## src/rtl/merge_rr.sv

```systemverilog
// merge_rr: round-robin arbiter sharing one native-bus slave among N_MASTERS masters
module merge_rr #(
  parameter int N_MASTERS = 2,
  parameter int ADDR_W    = 32
) (
  input  logic                            clk,
  input  logic                            rst,
  input  logic [N_MASTERS*(ADDR_W+37)-1:0] m_req,
  output logic [N_MASTERS*33-1:0]          m_resp,
  output logic [ADDR_W+36:0]               s_req,
  input  logic [32:0]                      s_resp,
  output logic [N_MASTERS-1:0]             grant,
  output logic                             busy
);
  localparam int RW = ADDR_W + 37;
  localparam int GW = N_MASTERS > 1 ? $clog2(N_MASTERS) : 1;
  typedef enum logic {IDLE, BUSY} state_t;
  state_t        state_q, state_d;
  logic [GW-1:0] gi_q, gi_d, lp_q, lp_d, sel;
  logic [N_MASTERS-1:0] vld;
  logic [RW-1:0] req_a [N_MASTERS];
  for (genvar g = 0; g < N_MASTERS; g++) begin : g_slice
    assign req_a[g] = m_req[g*RW +: RW];
    assign vld[g] = req_a[g][RW-1];
    assign m_resp[g*33 +: 33] = {s_resp[32:1], s_resp[0] & grant[g]};
  end
  // first valid master after the last-served one; lower distance overwrites later
  always_comb begin
    sel = '0;
    for (int k = N_MASTERS; k >= 1; k--)
      if (vld[(int'(lp_q) + k) % N_MASTERS]) sel = GW'((int'(lp_q) + k) % N_MASTERS);
  end
  // state, grant index and last-served pointer; reset gives master 0 first priority
  always_ff @(posedge clk) begin
    if (rst) begin
      state_q <= IDLE;
      gi_q    <= '0;
      lp_q    <= GW'(N_MASTERS - 1);
    end else begin
      state_q <= state_d;
      gi_q    <= gi_d;
      lp_q    <= lp_d;
    end
  end
  // grant on any valid; release on slave ready or when the granted master abandons
  always_comb begin
    state_d = state_q;
    gi_d    = gi_q;
    lp_d    = lp_q;
    if (state_q == IDLE) begin
      if (|vld) begin
        state_d = BUSY;
        gi_d    = sel;
      end
    end else if (s_resp[0] || !vld[gi_q]) begin
      state_d = IDLE;
      lp_d    = gi_q;
    end
  end
  // slave sees only the granted master; everything is quiet while idle
  always_comb begin
    busy  = state_q == BUSY;
    s_req = busy ? req_a[gi_q] : '0;
    grant = busy ? N_MASTERS'(1) << gi_q : '0;
  end
endmodule

```

## config.mk

```make
export PLATFORM = sky130hd
export DESIGN_NAME = merge_rr
export DESIGN_NICKNAME = d
export VERILOG_FILES = /design/src/rtl/merge_rr.sv
export SDC_FILE = /design/constraint.sdc
export NUM_CORES = 1
export LEC_CHECK = 0
export BUFFER_PORTS_ARGS = -buffer_cell sky130_fd_sc_hd__buf_2
export CORE_AREA = 2 2 122 124
export DETAILED_ROUTE_END_ITERATION = 10
export DIE_AREA = 0 0 124 126
export SLEW_MARGIN = 10
export SYNTH_ARGS = -nofsm -noshare
export SYNTH_HDL_FRONTEND = slang
export SYNTH_SLANG_ARGS = --single-unit
```

## constraint.sdc

```tcl
create_clock -name clk -period 2.5 [get_ports clk]
set_input_delay 0.125 -clock clk [delete_from_list [all_inputs] [get_ports clk]]
set_output_delay 0.125 -clock clk [all_outputs]
set_load 0.005 [all_outputs]
```

== Word-level counts from Yosys, hierarchy flattened ==
Cells that the tools add are included.
Cells by class
  $add $sub $neg: 2
  multipliers: 0
  div/mod/pow operators: 0
  $lt $le $gt $ge: 4
  equal/unequal tests: 0
  shifts and indexed selects: 1
  muxes and demuxes: 18
  bitwise gates (word level): 6
  reduce and logical (&&, ||, !) cells: 5
Operators by type and width (count)
  two-way mux 69 bit: 4
  two-way mux 1 bit: 13
  less-than comparator 2 x 3 -> 1 bit, second input constant: 2
  AND reduction 2 bit: 2
  adder 1 bit, second input constant: 2
  bitwise AND 1 bit: 2
  bitwise AND 1 bit, first input constant: 2
  >= comparator 2 bit, second input constant: 1
  less-than comparator 1 x 2 -> 1 bit, second input constant: 1
  two-way mux 2 bit: 1
  inverter 1 -> 2 bit: 1
  OR reduction 2 bit: 1
  << shifter 1 x 1 -> 2 bit, first input constant: 1
  logical NOT 1 bit: 1
  logical OR 1 bit: 1
  inverter 1 bit: 1
Storage, ports and cells
  flip-flop bits (word level): 3
  bits in latches: 0
  bits in writable memories: 0
  ROM bits: 0
  input port bits: 173
  output and inout bits: 138
  memories: 0

== Logic depth before layout (Yosys ltp) ==
  depth in word-level cells: 7
  depth in mapped cells: 4
  gate-level depth less buffers: 3

== Worst setup path before layout ==
Ideal clock, no wire load.
  kind: register to output
  start point: register gi_q
  end point: output s_req[56]
  data arrival time: 0.909 ns
  required time: 2.375 ns
  slack: 1.466 ns
  cell stages (with the launch flop): 5
  buffers on the path: 2
  path through: dfxtp_1 buf_6 buf_6 mux2i_1 nor2_1
On the way
  longest elaborated chain between the ends: 5
RTL lines
  start, declared: line 19  | logic [GW-1:0] gi_q, gi_d, lp_q, lp_d, sel;
  start signal, assigned: line 41  | gi_q <= gi_d;
  inverter 1 -> 2 bit (implied by the code): line 63  | s_req = busy ? req_a[gi_q] : '0;
  two-way mux 69 bit (implied by the code) (3 in series): line 63
  two-way mux 69 bit: line 63
  end, declared: line 10  | output logic [ADDR_W+36:0] s_req,
Every way passes these cells. The select of a mux whose other input is x is not followed.

== Worst setup path in the final report ==
  start point: register state_q (netlist: busy)
  end point: output s_req[32]
On the way
  longest elaborated chain between the ends: 1
RTL lines
  start, declared: line 18  | state_t state_q, state_d;
  start signal, assigned: line 40  | state_q <= state_d;
  two-way mux 69 bit: line 63
Every way passes these cells.

==> PnR_summary.wiki <==
{| class="wikitable"
! Metric !! Value
|-
| Met1 Routed Length || roughly 2100 um
|-
| Critical path data required time || 2380 ps
|-
| Antenna diodes || 0
|-
| Bufs and invs on worst path || 3
|-
| Overall Global Routing Usage || 0.06718
|-
| Pre-CTS WS || 937.8 ps
|-
| Final Hold Viols || 0
|-
| Post-CTS Setup Repair Bufs || 0
|-
| Number of global-route vias before repair || about 1700
|-
| Synth top area cells || mux2i_1 (40%), buf_4 (28%), nor2_1 (16%)
|-
| Gp weighted congestion || 0.7163
|-
| Clock Skew || roughly 1.6 ps
|-
| Buffer type at the clock tree root || clkbuf_16
|-
| Die Y || between 100 and 150 um
|-
| Compound-Gate Fraction of Synth Area || 0.03028
|-
| Placeable core area || 14310 um^2
|-
| CP peak stage delay || about 440 ps
|-
| Uppermost routed layer || met5
|-
| Synth Area per Inst || around 7.3 um^2
|-
| Final slew viol count || 0
|-
| Worst vdd ir || around 0.22 mV
|-
| Final min period || 1672 ps
|-
| Total global routing overflow || 0
|-
| Worst path setup slack after routing || roughly 830 ps
|-
| Path type of the worst setup path || reg -> out
|-
| Library cell with the highest instance count after synthesis || nor2_1
|-
| Number of levels the H-tree was split into || 1
|-
| Net count of the mapped netlist || 410
|-
| Wire length of the first global-routing pass || ~8300 um
|-
| RSZ-0062 raised after global routing || no
|-
| Number of CTS-inserted buffers || 3
|-
| Tcrit/Tclk final || 0.6689
|-
| Number of buffers inserted by hold repair at cts || 0
|-
| Xor-xnor portion of the synthesized cell area || 0
|-
| Sum of negative setup slack || 0 ps
|-
| Slew at the pin closest to its max-slew limit || approximately 550 ps
|-
| Register area share after synthesis || 0.03461
|-
| Highest achievable clock rate || about 600 MHz
|-
| Post-synthesis cell area || 1735 um^2
|-
| Arrival time reported for the critical path endpoint || around 1600 ps
|-
| Site row count || 44
|-
| Number of vias after detailed routing || 2018
|-
| Buffers on Ports || 214
|-
| Dominant combinational cell family by area after synthesis || multiplexers
|-
| Post-route worst hold slack || approximately 110 ps
|-
| Count of yosys warnings during synthesis || 0
|-
| TritonCTS clock tree || yes
|-
| PD cells || 287.5 nW/um^2
|-
| Cell taking the most area after synthesis || mux2i_1
|-
| Clock transition at path regs || roughly 30 ps
|-
| Critical path's top delay family || buffers and inverters
|-
| Clock network latency to the later pin of the worst-skew pair || about 220 ps
|-
| Startpoint type of the worst setup path || register
|-
| Max-Cap Viols || 0
|-
| Largest net degree at the start of global routing || 43
|-
| Initial antenna violation count || 1
|-
| Detailed-router iteration count before antenna repair || 4
|-
| Sequence of cells on the critical path || inv_2 -> buf_12 -> nor2_1 -> buf_2
|-
| R2R Path Start || busy
|-
| Longest Clk Path Bufs || 2
|-
| Floorplan die area || 15620 um^2
|-
| Initial standard-cell utilization of the core || 0.1212
|-
| Worst setup startpoint || busy
|-
| Count of distinct cell types in the synthesized netlist || 21
|-
| Leakage power summed over all cells || about 1.4 nW
|-
| Nature of the critical path endpoint || output port
|-
| DRC Markers || 0
|-
| Share of cell area taken by muxes after synthesis || 0.3980
|-
| Overall routed net length || between 6000 and 7000 um
|-
| # IOs || slightly above 300
|-
| Detailed route wirelength on metal3 || just over 800 um
|-
| Outcome || complete, no violations
|-
| Post-placement cell area || around 2500 um^2
|-
| Share of synthesized registers carrying an async set or reset || 0
|-
| Portion of synthesized cell area occupied by the leading cell type || 0.3980
|-
| Synth-to-layout area growth || 47.80%
|-
| Path category of the worst min-delay check || in -> reg
|-
| Antenna-violating nets left || 0
|-
| Design Area, Final || around 2600 um^2
|-
| Fraction of final layout cells with drive strength greater than 1 || 0.5947
|-
| Top post-synthesis cells by count || nor2_1 (73), mux2i_1 (69), buf_4 (64)
|-
| Number of enable-type register cells in the synthesized netlist || 0
|-
| Worst-path cell with the longest stage delay || inv_2
|-
| WL met2 || 2912 um
|-
| Post-synth top flop || dfxtp_1
|-
| Sink count of the clock tree || 3
|-
| Post-DR vias/cell || 3.578
|-
| Setup-failing EPs final || 0
|-
| Die Width || around 120 um
|-
| Post-cts repair resize count || 0
|-
| Post-Synth Simple-Gate Area || 0.1723
|-
| Half-perimeter wire length of the detailed placement result || 5327 um
|-
| CP max FO || 42
|-
| Post-synthesis share of cell area spent on full adders, half adders and majority gates || 0
|-
| Worst hold path startpoint || rst
|-
| Seq cells post-synth || 3
|-
| DRT iter0 DRCs || 24
|-
| Routed length per instance || between 10 and 15 um
|-
| Final-stage net count || between 500 and 600
|-
| Slew margin rel. || 0.6320
|-
| Gate Count Post-Synth || ~240
|}
[worst register-to-register path, delay by kind of cell (launching register included)]
family	cells	cell delay [ps]
AO/OA/AOI/OAI	2	380
buffers and inverters	2	560
flip-flops	1	460
[through the flow]
stage	cells	utilization	total power [mW]
2_1_floorplan	237	-	0.3661
3_3_place_gp	560	0.1737	0.4835
3_5_place_dp	560	0.1737	0.4889
4_1_cts	564	0.1792	0.7481
5_1_grt	564	0.1792	0.8036
6_report	564	0.1792	0.7373
[power by group]
part           switching, mW  leakage (nW)  internal (mW)
Clock                 0.0448        0.0382          0.211
Combinational          0.180          1.33          0.231
Sequential            0.0186        0.0256         0.0523
Total                  0.243          1.39          0.494
[placed cells by master, fill, tap and decap left out]
cell type	count
o211ai_1	1
nand2b_1	1
o22a_1	1
dfxtp_4	1
buf_2	214
o21ai_2	1
nor2_1	73
a221oi_2	1
clkbuf_1	1
mux2i_1	69
nand2_1	1
buf_12	3
and3_1	1
inv_1	2
inv_2	1
a21oi_1	1
clkbuf_16	3
and2_4	1
buf_4	1
o31ai_1	1
dfxtp_1	2
[flip-flops by register name, indices dropped and copies added (netlist names)]
name  flops
lp_q      1
busy      1
gi_q      1
[kinds of logic after synthesis]
| kind of cell | count (synthesis) |
|---|---|
| compound gates | 6 |
| buf+inv | 82 |
| flops | 3 |
| mux | 69 |
| simple gates | 77 |
[final timing paths]
kind / slack [ps] / cells after the start / endpoint
max: 830 / 4 / s_req[32]
min: 110 / 2 / gi_q
max reg2reg: 990 / 4 / lp_q
min reg2reg: 480 / 2 / lp_q
[routing by layer]
| layer | GRT usage | up-vias |
|---|---|---|
| li1 | - | 1003 |
| met1 | 0.06643 | 831 |
| met2 | 0.1251 | 148 |
| met3 | 0.01947 | 34 |
| met4 | 0.03371 | 2 |
| met5 | 0 | - |
[cell type report]
type	instances	area, um^2
clock buffers	4	78.83
fillers	1667	11750
inverters	3	11.26
multi-input cells	152	1042
flip-flops and latches	3	63.81
well taps	184	230.2
repair buffers	218	1139
(Power assumes the default switching activity.)
